--- src/rtl/rr_mux_n_if.sv ---
// rr_mux_n_if: N-channel request bus plus one registered output beat.
// slave: arbiter side; master: requesters plus downstream sink.
interface rr_mux_n_if #(
  parameter int WIDTH = 8,
  parameter int N     = 4,
  parameter int SELW  = $clog2(N)
);
  logic [N-1:0]       in_valid;
  logic [N-1:0]       in_last;
  logic [N*WIDTH-1:0] in_data;
  logic [N-1:0]       in_ready;
  logic               out_valid;
  logic [WIDTH-1:0]   out_data;
  logic [SELW-1:0]    out_sel;
  logic               out_last;
  logic               out_ready;

  modport slave (
    input  in_valid, in_last, in_data, out_ready,
    output in_ready, out_valid, out_data, out_sel, out_last
  );

  modport master (
    output in_valid, in_last, in_data, out_ready,
    input  in_ready, out_valid, out_data, out_sel, out_last
  );
endinterface

--- src/rtl/rr_mux_n.sv ---
// rr_mux_n: N-to-1 round-robin selector with burst lock and a registered
// output stage (1-cycle latency, 1 beat/cycle).
// Ports: clk, rst_n (async, active-low), bus (rr_mux_n_if.slave:
//   in_valid/in_last/in_data/in_ready, out_valid/out_data/out_sel/
//   out_last/out_ready).
// Option RR_MUX_STALL_CNT_EN adds stall_clr (in) and stall_cnt[15:0] (out),
//   a saturating count of cycles with out_valid=1 and out_ready=0.
module rr_mux_n #(
  parameter int WIDTH = 8,
  parameter int N     = 4,
  parameter int SELW  = $clog2(N)
) (
  input  logic        clk,
  input  logic        rst_n,
`ifdef RR_MUX_STALL_CNT_EN
  input  logic        stall_clr,
  output logic [15:0] stall_cnt,
`endif
  rr_mux_n_if.slave   bus
);

  typedef enum logic {ARB, LOCK} state_t;

  state_t            state, state_nx;
  logic [SELW-1:0]   rr_ptr, ptr_nx;
  logic [SELW-1:0]   grant;
  logic              found;
  logic              load_ok;
  logic              take;
  logic [N-1:0]      ready;
  int                idx;

  logic              vld_q;
  logic [WIDTH-1:0]  data_q;
  logic [SELW-1:0]   sel_q;
  logic              last_q;

  assign load_ok = !vld_q || bus.out_ready;

  // In LOCK the locked channel is rr_ptr: it was set to the grant
  // on the first beat and is left alone until the burst ends.
  always_comb begin
    state_nx = state;
    ptr_nx   = rr_ptr;
    grant    = '0;
    found    = 1'b0;
    idx      = 0;
    ready    = '0;
    take     = 1'b0;
    case (state)
      ARB: begin
        for (int k = 1; k <= N; k++) begin
          idx = (int'(rr_ptr) + k) % N;
          if (!found && bus.in_valid[idx]) begin
            grant = SELW'(idx);
            found = 1'b1;
          end
        end
      end
      LOCK: begin
        grant = rr_ptr;
        found = bus.in_valid[rr_ptr];
      end
      default: ;
    endcase
    take = rst_n && load_ok && found;
    if (take) begin
      ready[grant] = 1'b1;
      ptr_nx       = grant;
      if (state == ARB && !bus.in_last[grant])
        state_nx = LOCK;
      else if (state == LOCK && bus.in_last[grant])
        state_nx = ARB;
    end
  end

  always_ff @(posedge clk or negedge rst_n) begin
    if (!rst_n) begin
      state  <= ARB;
      rr_ptr <= SELW'(N - 1);
    end else begin
      state  <= state_nx;
      rr_ptr <= ptr_nx;
    end
  end

  always_ff @(posedge clk or negedge rst_n) begin
    if (!rst_n) begin
      vld_q  <= 1'b0;
      data_q <= '0;
      sel_q  <= '0;
      last_q <= 1'b0;
    end else if (take) begin
      vld_q  <= 1'b1;
      data_q <= bus.in_data[int'(grant)*WIDTH +: WIDTH];
      sel_q  <= grant;
      last_q <= bus.in_last[grant];
    end else if (bus.out_ready) begin
      vld_q  <= 1'b0;
    end
  end

  assign bus.in_ready  = ready;
  assign bus.out_valid = vld_q;
  assign bus.out_data  = data_q;
  assign bus.out_sel   = sel_q;
  assign bus.out_last  = last_q;

`ifdef RR_MUX_STALL_CNT_EN
  always_ff @(posedge clk or negedge rst_n) begin
    if (!rst_n)
      stall_cnt <= '0;
    else if (stall_clr)
      stall_cnt <= '0;
    else if (vld_q && !bus.out_ready && stall_cnt != 16'hFFFF)
      stall_cnt <= stall_cnt + 16'd1;
  end
`endif

endmodule

--- src/flat_wrapper.sv ---
// flat-port wrapper written by rule: the top's interface ports become plain ports
module rr_mux_n_flat 
#(
  parameter int WIDTH = 8,
  parameter int N     = 4,
  parameter int SELW  = $clog2(N)
)
  (clk, rst_n, bus_in_valid, bus_in_last, bus_in_data, bus_out_ready, bus_in_ready, bus_out_valid, bus_out_data, bus_out_sel, bus_out_last);
  rr_mux_n_if #(.WIDTH(WIDTH), .N(N), .SELW(SELW)) bus_i ();
  input  logic clk;
  input  logic rst_n;
  input wire logic [$bits(bus_i.in_valid)-1:0] bus_in_valid;
  input wire logic [$bits(bus_i.in_last)-1:0] bus_in_last;
  input wire logic [$bits(bus_i.in_data)-1:0] bus_in_data;
  input wire logic [$bits(bus_i.out_ready)-1:0] bus_out_ready;
  output wire logic [$bits(bus_i.in_ready)-1:0] bus_in_ready;
  output wire logic [$bits(bus_i.out_valid)-1:0] bus_out_valid;
  output wire logic [$bits(bus_i.out_data)-1:0] bus_out_data;
  output wire logic [$bits(bus_i.out_sel)-1:0] bus_out_sel;
  output wire logic [$bits(bus_i.out_last)-1:0] bus_out_last;
  assign bus_i.in_valid = bus_in_valid;
  assign bus_i.in_last = bus_in_last;
  assign bus_i.in_data = bus_in_data;
  assign bus_i.out_ready = bus_out_ready;
  assign bus_in_ready = bus_i.in_ready;
  assign bus_out_valid = bus_i.out_valid;
  assign bus_out_data = bus_i.out_data;
  assign bus_out_sel = bus_i.out_sel;
  assign bus_out_last = bus_i.out_last;
  rr_mux_n #(.WIDTH(WIDTH), .N(N), .SELW(SELW)) u_core (.clk(clk), .rst_n(rst_n), .bus(bus_i));
endmodule
--- config.mk ---
export PLATFORM = sky130hd
export DESIGN_NAME = rr_mux_n_flat
export DESIGN_NICKNAME = d
export VERILOG_FILES = /design/src/rtl/rr_mux_n_if.sv /design/src/rtl/rr_mux_n.sv /design/src/flat_wrapper.sv
export SDC_FILE = /design/constraint.sdc
export NUM_CORES = 1
export LEC_CHECK = 0
export CORE_ASPECT_RATIO = 0.8
export CORE_MARGIN = 4
export CORE_UTILIZATION = 44
export CTS_CLUSTER_SIZE = 40
export DETAILED_ROUTE_END_ITERATION = 10
export PLACE_DENSITY = 0.95
export SLEW_MARGIN = 40
export SYNTH_ARGS = -nofsm -noshare
export SYNTH_HDL_FRONTEND = slang
export SYNTH_SLANG_ARGS = --single-unit
--- constraint.sdc ---
create_clock -name clk -period 6 [get_ports clk]
set_input_delay 0.6 -clock clk [delete_from_list [all_inputs] [get_ports clk]]
set_output_delay 0.6 -clock clk [all_outputs]
set_load 0.05 [all_outputs]
======== Word-level counts from Yosys, hierarchy flattened ========
Index checks and enable logic that the tools add are counted.
word-level totals
  register bits ........................... 15
  latch bits .............................. 0
  RAM bits ................................ 0
  ROM bits ................................ 0
  bits of input ports ..................... 43
  output and inout port bits .............. 16
  logic and storage cells ................. 80
  memories kept ........................... 0
cells by class
  add/subtract/negate cells ............... 4
  multipliers ............................. 0
  divide/modulo/power cells ............... 0
  $lt $le $gt $ge ......................... 7
  equality and inequality tests ........... 0
  shifts and indexed selects .............. 1
  muxes and demuxes ....................... 36
  bitwise logic cells ..................... 5
  reduce and logical (&&, ||, !) cells .... 21
operators by type and width
  kind                                                                    number
  32-bit by 6-bit variable part select with 8-bit output                  1
  1-bit 2-to-1 mux                                                        22
  3-bit by 4-bit < comparator with 1-bit output (second input constant)   4
  1-bit binary-select mux with 2-bit select                               6
  1-bit logical AND                                                       8
  2-bit 2-to-1 mux                                                        4
  2-bit OR reduction                                                      4
  2-bit by 3-bit < comparator with 1-bit output (second input constant)   2
  1-bit logical NOT                                                       5
  2-bit by 1-bit adder with 2-bit output (second input constant)          2
  2-bit adder (second input constant)                                     2
  1-bit AND (first input constant)                                        4
  4-bit 2-to-1 mux                                                        1
  2-bit one-hot mux with 2 select lines                                   1
  2-bit nonzero test                                                      2
  1-bit demux with 2-bit select                                           1
  2-bit by 1-bit >= comparator with 1-bit output (second input constant)  1
  1-bit one-hot mux with 2 select lines                                   1
  2-bit AND reduction                                                     1
  1-bit logical OR                                                        1
  1-bit inverter                                                          1

======== Logic depth before layout (Yosys ltp) ========
  depth after elaboration ................. 26
  mapped depth ............................ 10
  mapped depth without buffers ............ 9

======== Least setup slack after synthesis ========
OpenSTA, ideal clock, no wires.
  path kind ............................... input-to-output
  start point ............................. in bus_in_valid[3]
  end point ............................... out bus_in_ready[1]
  data arrival time ....................... 3024 ps
  slack ................................... 2376 ps
  cell stages on the path ................. 7
  path buffers ............................ 2
  path through ............................ buf_6 -> mux4_2 -> nor2_2 -> a21oi_2 -> mux2_4 -> buf_6 -> nor3b_1
on the way
  word-level cells in the longest chain between the ends .. 22
  elaborated cells between the ends (all ways) .. 40
  those cells by class .................... order compare (2); mux (30); reduce/logical (8)
RTL lines
  what                                                                                                                                          RTL line            source
  start, declared                                                                                                                               flat_wrapper.sv:12  input wire logic [$bits(bus_i.in_valid)-1:0] bus_in_valid;
  1-bit binary-select mux with 2-bit select                                                                                                     rr_mux_n.sv:54      if (!found && bus.in_valid[idx]) begin
  1-bit 2-to-1 mux (not written as such) (2 in series)                                                                                          rr_mux_n.sv:54
  1-bit 2-to-1 mux                                                                                                                              rr_mux_n.sv:54
  1-bit 2-to-1 mux                                                                                                                              rr_mux_n.sv:50      case (state)
  1-bit logical NOT                                                                                                                             rr_mux_n.sv:54
  1-bit logical AND                                                                                                                             rr_mux_n.sv:54
  1-bit 2-to-1 mux                                                                                                                              rr_mux_n.sv:54
  1-bit 2-to-1 mux                                                                                                                              rr_mux_n.sv:50
  (+5 left out)                                                                                                                                 -
  1-bit logical AND                                                                                                                             rr_mux_n.sv:54
  2-bit 2-to-1 mux                                                                                                                              rr_mux_n.sv:54
  2-bit one-hot mux with 2 select lines                                                                                                         rr_mux_n.sv:50
  2-bit by 3-bit < comparator with 1-bit output (not written as such) / 2-bit by 1-bit >= comparator with 1-bit output (equally long branches)  rr_mux_n.sv:68      ready[grant] = 1'b1;
  1-bit logical AND (not written as such)                                                                                                       rr_mux_n.sv:68
  1-bit 2-to-1 mux (not written as such)                                                                                                        rr_mux_n.sv:68
  1-bit demux with 2-bit select                                                                                                                 -
  4-bit 2-to-1 mux *                                                                                                                            rr_mux_n.sv:67      if (take) begin
  end, declared                                                                                                                                 flat_wrapper.sv:16  output wire logic [$bits(bus_i.in_ready)-1:0] bus_in_ready;
Every way passes the cells marked *; elsewhere a longest branch is shown, timed or not. The select of a mux whose other input is x is not followed.

======== Worst setup path in the final report ========
  start point ............................. in bus_in_valid[2]
  end point ............................... out bus_in_ready[3]
The elaborated chain is that of the path after synthesis.

==> results.rst <==
.. list-table::
   :header-rows: 1

   * - Metric
     - Value
   * - Number of distinct library cell variants in the gate-level netlist after synthesis
     - 40
   * - Final weighted congestion in routability-driven placement
     - 0.811
   * - Global-route wire length before repair
     - between 6 and 7 mm
   * - Number of antenna violations at the first check in global routing
     - 0
   * - Count of input and output buffers
     - 58
   * - Effective utilization at floorplan
     - 0.459
   * - Fill cell instance count of the final layout
     - 225
   * - Final Critical Period
     - 4.09 ns
   * - Post-detailed-routing wire length
     - between 3 and 4 mm
   * - Register bit total from synthesis
     - 15
   * - Worst setup skew after layout
     - between 0.007 and 0.008 ns
   * - Sequential cell area fraction in the yosys report
     - 0.298
   * - Number of max-capacitance violations reported
     - 0
   * - Crit path from
     - bus_in_valid[2]
   * - Predominant post-synthesis flop cell
     - dfrtp_1
   * - Post-CTS Resized
     - 0
   * - Total global-route track usage
     - 0.216
   * - Reg-to-reg critical path startpoint
     - u_core.rr_ptr[1]
   * - Wire length the detailed router placed on met1
     - 1.49 mm
   * - Peak Freq
     - 244 MHz
   * - Maximum VDD drop
     - 266 µV
   * - Max clock buf depth
     - 2
   * - Overall power of the completed layout
     - a little over 1000 µW
   * - Setup crit end
     - bus_in_ready[3]
   * - Placeable core region
     - between 2000 and 3000 µm²
   * - Part of the cycle the worst path needs
     - 0.682
   * - Via count
     - 1268
   * - Clock Pin Slew Worst Setup and Hold Paths
     - approximately 0.09 ns
   * - Number of primary I/O pins
     - 59
   * - Leading cell types in the layout, fill and taps excluded
     - clkdlybuf4s50_1 (57), and2_1 (16), a221oi_1 (13), nand2_1 (13), dfrtp_1 (13)
   * - Most common cell after layout, fill and taps aside
     - clkdlybuf4s50_1
   * - Delay of the slowest cell on the worst path
     - 0.84 ns
   * - Critical Path AT
     - 3.49 ns
   * - Insertion delay to the later sink of the worst-skew pair
     - 0.29 ns
   * - Worst hold slack
     - 0.230 ns
   * - Cells after synthesis
     - 132
   * - Vias in the first global route
     - about 1.3k
   * - Post-detailed-route count of antenna-violating nets
     - 0
   * - Detailed-routed wire length on met3
     - 169 µm
   * - Average via count per standard cell
     - 5.74
   * - Share of cells above drive strength 1
     - 0.153
   * - Count of flip-flops with a built-in enable after synthesis
     - 0
   * - Placed standard-cell area
     - 1830 µm²
   * - Net count after synthesis
     - 176
   * - Remaining routing DRC violations
     - 0
   * - Largest fanout of any net on the critical path
     - 23
   * - Element type at the critical path end
     - output pin
   * - Rows
     - 17
   * - Slew of the pin with the lowest slew margin
     - 0.753 ns
   * - Clock tree sinks
     - 15
   * - Detail Placement HPWL
     - 2.92 mm
   * - # hold bufs at CTS
     - 0
   * - Post-synthesis area per instance
     - 9.61 µm²
   * - Worst hold path class
     - primary input to asynchronous set/reset pin
   * - Count of final max-slew check failures
     - 0
   * - Count of endpoints failing hold in the final timing report
     - 0
   * - Synth Cell Area
     - between 1000 and 1500 µm²
   * - Ys Warns
     - 0
   * - Relative max-transition margin
     - 0.496
   * - Setup repair after global routing missed its margin
     - no
   * - Total met2 wirelength after detailed routing
     - approximately 2 mm
   * - Area growth, synth to finish
     - 46.3%
   * - Status
     - finished clean
   * - Average detailed-routed wire length per instance
     - roughly 17 µm
   * - Floorplan die width
     - 68.0 µm
   * - Series of cell instances along the critical path
     - clkdlybuf4s50_1 > mux2i_1 > a32oi_2 > nand2_1 > o21ai_4 > nor3b_1 > clkdlybuf4s50_1
   * - Drt pass-1 iters
     - 4
   * - Capture point of the worst reg-to-reg path
     - u_core.state
   * - Uppermost metal layer occupied by signal nets
     - met4
   * - Post-CTS Setup Inserts
     - 0
   * - Proportion of synthesized flip-flops having asynchronous set or reset
     - 1.00
   * - Nets@finish
     - 228
   * - Largest net degree at the start of global routing
     - 29
   * - Post-route standard cell area excluding fillers
     - between 1500 and 2000 µm²
   * - CTS tree
     - yes
   * - Static leakage
     - 0.000701 µW
   * - Dominant cell type by count on the critical path
     - clkdlybuf4s50_1
   * - TritonCTS Buffers
     - 3
   * - Final antenna diode count
     - 0
   * - Cell at the slowest stage of the critical path
     - clkdlybuf4s50_1
   * - Worst r2r path cells
     - 9
   * - Data required time of the worst path
     - 5.40 ns
   * - Die area
     - 3810 µm²
   * - Y dimension of the die
     - 56.0 µm
   * - Register-to-Register Setup Slack
     - 2.65 ns
   * - Root Buffer Master
     - clkbuf_4
   * - Number of violations reported at the end of detailed-routing iteration 0
     - 99
   * - Number of H-tree levels
     - 1
   * - Number of setup violations in the final report
     - 0
   * - Total power divided by cell area
     - 554 nW/µm²
   * - Aggregate negative setup slack
     - 0 ns
   * - Grt ovf
     - 0
   * - Class of the most critical setup path
     - primary input to output pin
   * - Startpoint Class
     - primary input
## logic make-up after synthesis
family / share of synthesized area
muxes: 0.0799
xor gates and xnor gates: 0.00690
AOI/OAI and AO/OA: 0.309
DFF: 0.298
adders and majority gates: 0.00986
and+or+nand+nor: 0.230
buffers and inverters: 0.0671
## report_power, final
part	switching (µW)	leakage, µW	internal (µW)
registers	50.2	0.000179	157
logic	472	0.000508	289
clock network	33.1	0.0000150	25.9
## critical path, delay by kind of cell
family	cells	cell delay, ns
buffers and inverters	2	1.46
AO/OA/AOI/OAI	2	0.86
AND/OR/NAND/NOR	2	0.40
multiplexers	1	0.15
## flip-flops by register name, summed over array words and instances, names as in the netlist
name                  cells
u_core.bus.out_last       1
u_core.rr_ptr             2
u_core.bus.out_data       8
u_core.state              1
u_core.bus.out_sel        2
u_core.bus.out_valid      1
## synth_stat cells, drive strengths merged (2+ instances only)
master  instances  share of area
a221oi         19           0.16
and2           19          0.095
dfrtp          13           0.26
nand2          13          0.038
buf            10          0.055
o31ai           9          0.057
nor2            7          0.023
a21oi           4          0.019
mux2            4          0.038
nor2b           4          0.020
inv             3         0.0089
mux2i           3          0.024
nor3            3          0.012
o21ai           3          0.018
dfstp           2          0.041
nor3b           2          0.012
## per-stage QoR
stage / std cells / utilization / setup WS (ns)
after global placement: 217 / 0.659 / 1.88
after global routing: 221 / 0.671 / 1.79
after floorplan: 132 / - / 2.38
after detailed placement: 217 / 0.663 / 1.94
after CTS: 221 / 0.673 / 1.94
final: 221 / 0.671 / 1.91
## per-layer routing
layer / GRT usage / up-vias
li1: - / 600
met1: 0.258 / 624
met2: 0.367 / 36
met3: 0.0485 / 8
met4: 0.0822 / 0
met5: 0 / -
## layout make-up
class / count / area (µm²) / share of cell area
Clock buffer: 4 / 26.3 / 0.0142
Tap cell: 38 / 47.5 / 0.0256
Sequential cell: 15 / 378 / 0.204
Multi-Input combinational cell: 103 / 817 / 0.440
Inverter: 3 / 11.3 / 0.00607
Timing Repair Buffer: 58 / 576 / 0.310
## worst min-delay path by stage
| stage | endpoint | start | slack (ns) |
|---|---|---|---|
| 2_1_floorplan | u_core.bus.out_data[0] | rst_n | 0.30 |
| 3_3_place_gp | u_core.bus.out_data[6] | u_core.bus.out_data[6] | 0.46 |
| 3_5_place_dp | u_core.bus.out_last | u_core.bus.out_last | 0.47 |
| 4_1_cts | u_core.bus.out_data[4] | u_core.bus.out_data[4] | 0.50 |
| 5_1_grt | u_core.bus.out_data[6] | rst_n | 0.23 |
| 6_report | u_core.state | rst_n | 0.23 |
(Power assumes the default switching activity.)
==> variant, RTL diff (same flow settings) <==
`N` is set to 4 in 3 places; all go to 2.
--- a/src/rtl/rr_mux_n_if.sv
+++ b/src/rtl/rr_mux_n_if.sv
@@ -2,7 +2,7 @@
 // slave: arbiter side; master: requesters plus downstream sink.
 interface rr_mux_n_if #(
   parameter int WIDTH = 8,
-  parameter int N     = 4,
+  parameter int N     = 2,
   parameter int SELW  = $clog2(N)
 );
   logic [N-1:0]       in_valid;
--- a/src/rtl/rr_mux_n.sv
+++ b/src/rtl/rr_mux_n.sv
@@ -7,7 +7,7 @@
 //   a saturating count of cycles with out_valid=1 and out_ready=0.
 module rr_mux_n #(
   parameter int WIDTH = 8,
-  parameter int N     = 4,
+  parameter int N     = 2,
   parameter int SELW  = $clog2(N)
 ) (
   input  logic        clk,
--- a/src/flat_wrapper.sv
+++ b/src/flat_wrapper.sv
@@ -2,7 +2,7 @@
 module rr_mux_n_flat 
 #(
   parameter int WIDTH = 8,
-  parameter int N     = 4,
+  parameter int N     = 2,
   parameter int SELW  = $clog2(N)
 )
   (clk, rst_n, bus_in_valid, bus_in_last, bus_in_data, bus_out_ready, bus_in_ready, bus_out_valid, bus_out_data, bus_out_sel, bus_out_last);
Ports: changed (5 resized); port bits go from 59 to 36. No check against the original RTL was run, so the function may have changed too.
==> variant against the unedited design <==
First-iteration DRC count fell by 95%. Setup slack better by 0.15 ns. Count of clock-buffer cells in the layout is the same. Wire length shrank 56%. Die area fell by 41%. Sequential cell count decreased by 2. Worst hold slack better by 0.28 ns. Combinational power down 52%. Total power down 44%. Utilization rose by 8.9 points. Synthesized area shrank 46%. Clock skew rose by 0.0077 ns. Cell area down 42%. Largest cell class is now non-clock buffers. Final cell count is 50% lower.
==> variant: results (changes against the unedited design) <==
{| class="wikitable"
! Metric !! Value
|-
| Length of routed met3 wiring || 127 um (was 169 um)
|-
| Rel. slew slack || 56.94% (was 49.59%)
|-
| IR Drop Worst-Case VDD || 0.2966 mV (was 0.2657 mV)
|-
| Wire length of the first global-routing pass || 2.622 mm (was 6.320 mm)
|-
| Worst-case register-to-register setup slack || 3.49 ns (was 2.65 ns)
|-
| Fraction of final layout cells with drive strength greater than 1 || 28.09% (was 15.30%)
|-
| Synthesized net count || 76 (was 176)
|-
| Maximum fanout along the worst path || 14 (was 23)
|-
| Average wire per cell in the routed design || 15.08 um (was 17.23 um)
|-
| Run status || complete, no violations (unchanged)
|-
| Reg clk slew, reported paths || 0.07 ns (was 0.09 ns)
|-
| Largest net degree at the start of global routing || 15 (was 29)
|-
| Most area-consuming cells after synthesis || dfrtp_1, mux2_2, mux2i_1, dfstp_2, buf_4 (was dfrtp_1, a221oi_1, and2_1, a221oi_2, o31ai_1)
|-
| Hold Path Class || flop to flop (was input pin to async pin)
|-
| Leakage power figure || 0.4405 nW (was 0.7013 nW)
|-
| Number of input and output port buffers inserted || 35 (was 58)
|-
| GR met1 Demand/Resource || 15.30% (was 25.84%)
|-
| Peak per-stage delay on the critical path || 0.87 ns (was 0.84 ns)
|-
| Share of the synthesized area in the top cell type || 43.56% (was 25.64%)
|-
| Reg2Reg Depth || 6 (was 9)
|-
| Worst EP arrival || 3.34 ns (was 3.49 ns)
|-
| Violation count after the first detailed-routing iteration || 5 (was 99)
|-
| Cell internal power dissipation || 305.1 uW (was 472.0 uW)
|-
| Post-synthesis cell type count || 17 (was 40)
|-
| Sequential element share of the synthesized area || 47.37% (was 29.78%)
|-
| Most frequent cells after synthesis || mux2_2, dfrtp_1, inv_1, mux2i_1 (was and2_1, a221oi_1, dfrtp_1, nand2_1, o31ai_1)
|-
| Via count of the first global-routing pass || 595 (was 1277)
|-
| Nets || 114 (was 228)
|-
| Gp weighted congestion || 0.6995 (was 0.8110)
|-
| Met2 capacity usage during global routing || 29.57% (was 36.68%)
|}
[variant: worst paths after layout]
| path | start | end |
|---|---|---|
| setup / recovery | rst_n | bus_in_ready[1] |
| hold / removal | u_core.bus.out_data[5] | u_core.bus.out_data[5] |
| setup reg to reg | u_core.rr_ptr | u_core.state |
| hold reg to reg | u_core.bus.out_data[5] | u_core.bus.out_data[5] |
| max in group asynchronous | rst_n | u_core.bus.out_data[7] |
| min in group asynchronous | rst_n | u_core.bus.out_last |
[variant: logic make-up (layout without fill, tap and decap cells)]
| family | Yosys count | after routing | synth area share [%] |
|---|---|---|---|
| multiplexers | 21 | 21 | 33.58 |
| flip-flops | 13 | 13 | 47.37 |
| AND/OR/NAND/NOR | 6 | 6 | 6.716 |
| buffers and inverters | 6 | 43 | 4.354 |
| AO/OA/AOI/OAI | 5 | 5 | 6.169 |
| adder cells (fa/ha/maj) | 1 | 1 | 1.815 |
[variant: layout make-up]
type                            instances  area (um2)
Multi-Input combinational cell         33       339.1
Timing Repair Buffer                   35       350.3
Sequential cell                        13       326.6
Inverter                                4       15.01
Fill cell                              93       342.8
Tap cell                               21       26.28
Clock buffer                            4       26.28
[variant: stage by stage]
stage / hold slack, ns / cells / area, um2
final: 0.5114 / 110 / 1084
after global routing: 0.5240 / 110 / 1084
after CTS: 0.5189 / 110 / 1084
after detailed placement: 0.5021 / 106 / 1057
after global placement: 0.4922 / 106 / 1051
after floorplan: 0.3044 / 52 / 689.4
[variant: power by group through the flow]
stage	clock (mW)	combinational, mW	sequential, mW
finish	0.0552	0.362	0.158
global route	0.0619	0.380	0.162
CTS	0.0574	0.365	0.158
detailed placement	0	0.365	0.160
global placement	0	0.359	0.157
floorplan	0	0.124	0.285
